**src/rtl/fp_pkg.sv**
```systemverilog
// Shared FP definitions: field widths, fflags bit positions, source indices
// and the write-back entry layout used by the result arbiter.
package fp_pkg;

    localparam int FP_FLAG_W = 5;
    localparam int FLAG_NV   = 4;
    localparam int FLAG_DZ   = 3;
    localparam int FLAG_OF   = 2;
    localparam int FLAG_UF   = 1;
    localparam int FLAG_NX   = 0;

    localparam int FREG_AW = 5;
    localparam int XLEN    = 32;

    localparam int SRC_FADD = 0;
    localparam int SRC_FMUL = 1;
    localparam int SRC_FDIV = 2;

    typedef struct packed {
        logic [FREG_AW-1:0]   rd;
        logic [XLEN-1:0]      data;
        logic [FP_FLAG_W-1:0] flags;
    } wb_entry_t;

    // A clear coinciding with a write keeps the new result's flags.
    function automatic logic [FP_FLAG_W-1:0] fflags_next(
        input logic                 clr,
        input logic                 grant,
        input logic [FP_FLAG_W-1:0] acc,
        input logic [FP_FLAG_W-1:0] flags
    );
        logic [FP_FLAG_W-1:0] res;
        case ({clr, grant})
            2'b11:   res = flags;
            2'b10:   res = {FP_FLAG_W{1'b0}};
            2'b01:   res = acc | flags;
            default: res = acc;
        endcase
        return res;
    endfunction

endpackage

```
**src/rtl/fp_wb_arbiter_wb_fifo.sv**
```systemverilog
// Per-source result FIFO. Ready is registered from the next occupancy so the
// producer sees no combinational path from its own valid.
module wb_fifo
    import fp_pkg::*;
#(
    parameter int DEPTH = 2
) (
    input  logic      clk,
    input  logic      rst,
    input  logic      i_push,
    input  wb_entry_t i_entry,
    input  logic      i_pop,
    output logic      o_ready,
    output logic      o_empty,
    output wb_entry_t o_head
);

    localparam int AW = $clog2(DEPTH);
    localparam int CW = AW + 1;

    wb_entry_t      r_mem [DEPTH];
    logic [AW-1:0]  r_wptr;
    logic [AW-1:0]  r_rptr;
    logic [CW-1:0]  r_count;
    logic           r_ready;

    logic           w_push;
    logic           w_pop;
    logic [CW-1:0]  w_count_next;

    assign w_push  = i_push & r_ready;
    assign w_pop   = i_pop & (r_count != {CW{1'b0}});
    assign o_ready = r_ready;
    assign o_empty = (r_count == {CW{1'b0}});
    assign o_head  = r_mem[r_rptr];

    // Next occupancy; simultaneous push and pop cancel out.
    always_comb begin
        w_count_next = r_count;
        if (w_push && !w_pop) begin
            w_count_next = r_count + {{(CW-1){1'b0}}, 1'b1};
        end else if (w_pop && !w_push) begin
            w_count_next = r_count - {{(CW-1){1'b0}}, 1'b1};
        end else begin
            w_count_next = r_count;
        end
    end

    // Storage array; contents are don't-care while unoccupied.
    always_ff @(posedge clk) begin
        if (w_push) begin
            r_mem[r_wptr] <= i_entry;
        end
    end

    // Pointers, occupancy and registered ready.
    always_ff @(posedge clk) begin
        if (!rst) begin
            r_wptr  <= {AW{1'b0}};
            r_rptr  <= {AW{1'b0}};
            r_count <= {CW{1'b0}};
            r_ready <= 1'b1;
        end else begin
            if (w_push) begin
                r_wptr <= r_wptr + {{(AW-1){1'b0}}, 1'b1};
            end
            if (w_pop) begin
                r_rptr <= r_rptr + {{(AW-1){1'b0}}, 1'b1};
            end
            r_count <= w_count_next;
            r_ready <= (w_count_next != CW'(DEPTH));
        end
    end

endmodule

```
**src/rtl/fp_wb_arbiter.sv**
```systemverilog
// FP result write-back arbiter: buffers FADD/FMUL/FDIV results and drives the
// single FPR write port round-robin, accumulating sticky fflags.
module fp_wb_arbiter
    import fp_pkg::*;
#(
    parameter int N_SRC = 3,
    parameter int DEPTH = 2
) (
    input  logic                         clk,
    input  logic                         rst,
    input  logic [N_SRC-1:0]             src_valid,
    output logic [N_SRC-1:0]             src_ready,
    input  logic [FREG_AW*N_SRC-1:0]     src_rd,
    input  logic [XLEN*N_SRC-1:0]        src_data,
    input  logic [FP_FLAG_W*N_SRC-1:0]   src_flags,
    output logic                         reg_write,
    output logic [FREG_AW-1:0]           wa,
    output logic [XLEN-1:0]              data_write,
    output logic [1:0]                   wb_src,
    output logic [FP_FLAG_W-1:0]         fflags_acc,
    input  logic                         fflags_clr
);

    localparam int SW = 2;

    wb_entry_t             w_in   [N_SRC];
    wb_entry_t             w_head [N_SRC];
    wb_entry_t             w_gnt;
    logic [N_SRC-1:0]      w_empty;
    logic [N_SRC-1:0]      w_pop;
    logic                  w_grant_valid;
    logic [SW-1:0]         w_grant_idx;
    logic [SW-1:0]         w_scan;

    logic                  r_we;
    logic [FREG_AW-1:0]    r_wa;
    logic [XLEN-1:0]       r_data;
    logic [SW-1:0]         r_src;
    logic [SW-1:0]         r_rr;
    logic [FP_FLAG_W-1:0]  r_ff;

    for (genvar g = 0; g < N_SRC; g++) begin : g_src
        assign w_in[g] = {src_rd[FREG_AW*g +: FREG_AW],
                          src_data[XLEN*g +: XLEN],
                          src_flags[FP_FLAG_W*g +: FP_FLAG_W]};

        wb_fifo #(.DEPTH(DEPTH)) u_fifo (
            .clk     (clk),
            .rst     (rst),
            .i_push  (src_valid[g]),
            .i_entry (w_in[g]),
            .i_pop   (w_pop[g]),
            .o_ready (src_ready[g]),
            .o_empty (w_empty[g]),
            .o_head  (w_head[g])
        );
    end

    // Round-robin search starting just after the last granted source.
    always_comb begin
        w_grant_valid = 1'b0;
        w_grant_idx   = {SW{1'b0}};
        w_scan        = {SW{1'b0}};
        for (int k = 1; k <= N_SRC; k++) begin
            w_scan = SW'((int'(r_rr) + k) % N_SRC);
            if (!w_grant_valid && !w_empty[w_scan]) begin
                w_grant_valid = 1'b1;
                w_grant_idx   = w_scan;
            end else begin
                w_grant_valid = w_grant_valid;
            end
        end
    end

    // One-hot pop of the granted FIFO head.
    always_comb begin
        w_pop = {N_SRC{1'b0}};
        if (w_grant_valid) begin
            w_pop[w_grant_idx] = 1'b1;
        end else begin
            w_pop = {N_SRC{1'b0}};
        end
    end

    assign w_gnt = w_head[w_grant_idx];

    // FPR write port register, round-robin pointer and sticky flags.
    always_ff @(posedge clk) begin
        if (!rst) begin
            r_we   <= 1'b0;
            r_wa   <= {FREG_AW{1'b0}};
            r_data <= {XLEN{1'b0}};
            r_src  <= {SW{1'b0}};
            r_rr   <= SW'(N_SRC - 1);
            r_ff   <= {FP_FLAG_W{1'b0}};
        end else begin
            if (w_grant_valid) begin
                r_we   <= 1'b1;
                r_wa   <= w_gnt.rd;
                r_data <= w_gnt.data;
                r_src  <= w_grant_idx;
                r_rr   <= w_grant_idx;
            end else begin
                r_we   <= 1'b0;
            end
            r_ff <= fflags_next(fflags_clr, w_grant_valid, r_ff, w_gnt.flags);
        end
    end

    assign reg_write  = r_we;
    assign wa         = r_wa;
    assign data_write = r_data;
    assign wb_src     = r_src;
    assign fflags_acc = r_ff;

endmodule

```
**config.mk**
```make
export PLATFORM = sky130hd
export DESIGN_NAME = fp_wb_arbiter
export DESIGN_NICKNAME = d
export VERILOG_FILES = /design/src/rtl/fp_pkg.sv /design/src/rtl/fp_wb_arbiter_wb_fifo.sv /design/src/rtl/fp_wb_arbiter.sv
export SDC_FILE = /design/constraint.sdc
export NUM_CORES = 1
export LEC_CHECK = 0
export ABC_AREA = 1
export BUFFER_PORTS_ARGS = -buffer_cell sky130_fd_sc_hd__clkbuf_2
export CAP_MARGIN = 20
export CORE_MARGIN = 5
export CORE_UTILIZATION = 60
export CTS_BUF_LIST = sky130_fd_sc_hd__clkbuf_8
export DETAILED_ROUTE_END_ITERATION = 12
export GPL_ROUTABILITY_DRIVEN = 0
export HOLD_SLACK_MARGIN = 0.02
export PLACE_DENSITY_LB_ADDON = 0.1
export SYNTH_ARGS = -nofsm -noshare
export SYNTH_HDL_FRONTEND = slang
export SYNTH_SLANG_ARGS = --single-unit
```
**constraint.sdc**
```tcl
create_clock -name clk -period 8.55 [get_ports clk]
set_clock_uncertainty 0.15 [all_clocks]
set_input_delay 1.71 -clock clk [delete_from_list [all_inputs] [get_ports clk]]
set_output_delay 1.71 -clock clk [all_outputs]
set_load 0.02 [all_outputs]
```
# --- After elaboration in Yosys (flattened, before gate mapping) ---
# Memory sizes are Yosys's and may differ from the RTL's. A register that Yosys moved wholly into a read port is not among the register bits.
# Cells that the tools add are included.
# Widths: inputs -> output; s select.
totals:
  mem_count: 3
  input_bits: 132
  ramBits: 252
  register_bits: 62
  word_cells: 122
  output_inout_bits: 48
memory_table:
  columns: ["memory", "words", "word_bits", "rd", "rd_ports_with_merged_regs", "write_ports", "line_no", "text"]
  rows:
  - ["g_src[0].u_fifo.r_mem", 2, 42, 1, 1, 1, "fp_wb_arbiter_wb_fifo.sv:21", "wb_entry_t r_mem [DEPTH];"]
  - ["g_src[1].u_fifo.r_mem", 2, 42, 1, 1, 1, "fp_wb_arbiter_wb_fifo.sv:21", null]
  - ["g_src[2].u_fifo.r_mem", 2, 42, 1, 1, 1, "fp_wb_arbiter_wb_fifo.sv:21", null]
classes:
  order_cmp: 6
  muxes: 38
  bitwise: 8
  n_div: 3
  eq_ne: 6
  reduce_logical: 25
  add_sub_neg: 15
op_table:
  columns: ["operator", "count"]
  rows:
  - ["$mod 32x3->32 const B", 3]
  - ["$bmux 42 s2", 1]
  - ["$mux 42", 2]
  - ["$mux 1", 20]
  - ["$mux 2", 9]
  - ["$pmux 5 s3", 1]
  - ["$lt 2x3->1 const B", 4]
  - ["$logic_and 1x1->1", 9]
  - ["$logic_not 1->1", 9]
  - ["$add 1x1->1 const B", 6]
  - ["$add 2x1->2 const B", 3]
  - ["$add 2x2->3 const B", 2]
  - ["$and 1x1->1", 6]
  - ["$bmux 1 s2", 3]
  - ["$logic_not 2->1", 3]
  - ["$ne 2x2->1 const B", 3]
  - ["$reduce_bool 2->1", 3]
  - ["$sub 2x1->2 const B", 3]
  - ["$or 5x5->5", 1]
  - ["$eq 2x2->1 const B", 2]
  - ["$add 2x1->3 const B", 1]
  - ["$ge 3x3->1 const B", 1]
  - ["$mux 3", 1]
  - ["$not 2->3", 1]
  - ["4 further kinds", 4]

# --- Logic depth before layout (Yosys ltp) ---
depth:
  depth_word: 20
  depth_mapped: 17
  depth_no_buf: 17

# --- Cells and area by module ---
# From an unflattened synthesis, not the netlist that was laid out.
unflattened:
  hier_cells: 1011
  hier_area_um2: 13514.2
modules_own_cells:
  columns: ["module", "cells_per_inst", "area_per_inst_um2", "seq_area_each_um2", "instances"]
  rows:
  - ["wb_fifo", 168, 3494.6, 2642.5, 3]
  - ["fp_wb_arbiter", 507, 3030.4, 920.9, 1]

# --- Worst setup path after synthesis ---
# OpenSTA, ideal clock, no wires.
synth_path:
  kind: "input to register"
  startpoint: "input src_valid[0]"
  endpoint: "memory g_src[0].u_fifo.r_mem[1][0] in the netlist's numbering (enable)"
  n_path_buf: 0
  setup_ps: 443
  setup_slack_ps: 4355
  arrival_ps: 3602
  path_stages: 2
  required_time_ps: 7957
  cell_sequence: "nand2_1 nor2_1"
synth_between:
  elab_chain_len: 3
synth_lines:
  columns: ["item", "line_no", "text"]
  rows:
  - ["start, declared", "fp_wb_arbiter.sv:11", "input logic [N_SRC-1:0] src_valid,"]
  - ["$and 1x1->1", "fp_wb_arbiter_wb_fifo.sv:31", "assign w_push = i_push & r_ready;"]
  - ["$mux 1", "fp_wb_arbiter_wb_fifo.sv:51", "if (w_push) begin"]
  - ["$mux 1 (not written as such)", "fp_wb_arbiter_wb_fifo.sv:52", "r_mem[r_wptr] <= i_entry;"]
  - ["end, declared", "fp_wb_arbiter_wb_fifo.sv:21", null]
# Every way passes these cells.

==> metrics <==
Slowest-stage cell, CP inv_2; iteration count of the initial detailed-routing pass 7; max_slew headroom 0.3049; Hold Violations, Final 0; # IOs 180; via count 8387; IO Port Bufs between 150 and 200; clk_lat worst skew about 0.56 ns; initial DRC count around 580; Data arrival, critical path about 4.0 ns; Initial Utilization 0.6066; antenna violations before repair 0; Post-synth top cells nand2_1, edfxtp_1, nand3_1, dfxtp_1, a21oi_1; Slew @ Worst Pin 1.040 ns; CTS resizes 0; FF/Latch Area 0.008852 mm^2; synth unique cells 27; CP most frequent cell nand3_1; kind of critical path flop to flop; Mapped Nets about 1200; mapped cell area between 0.01 and 0.015 mm^2; wire per inst ~18 um; ys async rst share 0; H-Tree Depth 2; Data required, critical path a little under 9 ns; RSZ-0062 raised after global routing no; crit path cell chain inv_1 -> ha_1 -> inv_2 -> nand3_1 -> nand2_4 -> nand3_1 -> nand3_2 -> nand2_4 -> inv_2 -> nand3_1 -> nand2_1 -> nand2_1 -> nand2_1 -> nand3_1; Tmin final between 3 and 4 ns; die width 155.3 um; Seq cells post-synth 316; Hold WC Path Type flop to flop; CP Capture Type flop; share of layout cells above drive strength 1 0.2633; Area Growth Syn to Fin 15.52%; FF-to-FF Start wb_src[0]$_SDFFE_PN0N_; fin crit share 0.4337; full die area between 0.02 and 0.025 mm^2; Seq/Total Area, Yosys 0.6983; vias in the first global route 8408; CTS tree yes; # rows 53; Post-CTS Hold Buffers 0; Fin Setup TNS 0 ns; antenna-violating nets left 0; largest cells by area after synthesis edfxtp_1, dfxtp_1, nand2_1; number of enable flip-flop cells after synthesis 252; # DRC 0; DP Wirelength ~18000 um; GR Overflow Total 0; ys flop type edfxtp_1; Post-Synthesis Cells roughly 1100; Synthesis Warnings 0; final max-slew violation count 0; Setup crit start wb_src[0]$_SDFFE_PN0N_; max incr delay on CP 0.84 ns; global-route wire length before repair ~44000 um; Buf+Inv Stages, Crit Path 3; CTS root buf clkbuf_8; All-Layer GR Usage 0.2333; setup bufs post-CTS 0; CP top delay family simple AND/OR/NAND/NOR gates; ant diodes 0; fmax between 200 and 300 MHz; Fillers around 1500; hold_sp wb_src[1]$_SDFFE_PN0N_; Critical Path Start Type flop; core footprint roughly 0.021 mm^2; Post-layout nets 1381; Critical Path Fanout Max 43; clk buf depth 3; Num CTS Buffers 48; status completed; max cap viols 0; top-area cell type share of the netlist area 0.5972; die height 155.3 um; count leader, synth nand2_1; Clk pin slew, worst setup/hold paths about 0.060 ns; vias per cell roughly 5.4; Power Density between 300 and 400 mW/mm^2; Lkg Pwr 5.919 nW; worst vdd ir a little under 0.3 mV; Final Setup Violations 0; total power roughly 5.8 mW; final hold slack 0.3311 ns; largest net degree at the start of global routing 48; synthesized area per cell between 10 and 15 um^2; Synth area leader edfxtp_1; Multi-input gate area around 0.0034 mm^2; clk sinks 316; wirelength, routed roughly 28000 um
final timing paths:
check	endpoint	slack, ns	cells past startpoint
max reg2reg	g_src[1].u_fifo.o_ready$_SDFF_PN1_	4.84	14
min	wb_src[1]$_SDFFE_PN0N_	0.33	2
max	g_src[1].u_fifo.o_ready$_SDFF_PN1_	4.84	14
min reg2reg	wb_src[1]$_SDFFE_PN0N_	0.33	2
per-stage QoR:
stage            util  instances  cell area [um^2]  worst slack, ns
2_1_floorplan       -       1055             12670            4.355
3_3_place_gp   0.6576       1462             13740            4.876
3_5_place_dp   0.6576       1462             13740            4.862
4_1_cts        0.7007       1551             14640            4.879
5_1_grt        0.7007       1551             14640            4.552
6_report       0.7007       1551             14640            4.842
cells by family (layout without fill, tap and decap cells):
kind of cell	Yosys count	after routing	share of synthesized area
multiplexers	52	52	0.04513
AND/OR/NAND/NOR	474	474	0.1684
buffers and inverters	100	321	0.03565
flip-flops	316	316	0.6983
XOR/XNOR	2	2	0.001383
AO/OA/AOI/OAI	99	99	0.03930
adder cells (fa/ha/maj)	12	12	0.01185
final cells by class:
class,count,share of cell area
Clock inverter,36,0.01171
Clock buffer,53,0.04983
Multi-Input combinational cell,639,0.2334
Inverter,45,0.01154
Tap cell,275,0.02351
Timing Repair Buffer,187,0.06530
Sequential cell,316,0.6048
layer usage:
metal / part of all wire / up-vias / track usage
li1: - / 4058 / -
met1: 0.42 / 3947 / 0.3151
met2: 0.48 / 329 / 0.3899
met3: 0.072 / 53 / 0.03978
met4: 0.024 / 0 / 0.07420
met5: 0 / - / 0
sequential cells by signal, indices dropped and copies added (netlist names), 2 cells and up, named ones only:
| signal | count |
|---|---|
| fflags_acc | 5 |
| data_write | 32 |
| wa | 5 |
| g_src.u_fifo.r_rptr | 3 |
| g_src.u_fifo.r_count | 6 |
| wb_src | 2 |
| g_src.u_fifo.o_ready | 3 |
| g_src.u_fifo.r_mem | 252 |
| g_src.u_fifo.r_wptr | 3 |
cells in the final DEF (no fill, tap or decap), types with 2 or more instances in the layout:
cell type  Yosys  final
nand2_1      287    287
edfxtp_1     252    252
clkbuf_2       0    179
nand3_1      125    125
dfxtp_1       64     61
a21oi_1       56     56
inv_1         36     54
clkbuf_8       0     53
o21ai_0       42     42
mux2_2        41     41
nand3_2       20     20
nor2_1        20     14
ha_1          12     12
mux2i_1       11     11
clkinv_1       0     11
inv_2          9     10
nor2_4         2      8
nand4_1        8      8
buf_4          8      8
nand2_2        5      5
clkinv_2       0      4
nor3_1         3      3
dfxtp_2        0      3
nand2_4        2      2
xor2_1         2      2
worst min-delay path: stages, from the launching register on:
cell     delay [ns]
dfxtp_1        0.32
nand2_1        0.06
a21oi_1        0.05
power breakdown:
group / total [mW] / internal [mW] / switching [mW]
clock: 1.14 / 0.599 / 0.543
sequential: 2.14 / 2.01 / 0.129
combinational: 2.53 / 0.746 / 1.78
(Power assumes the default switching activity.)
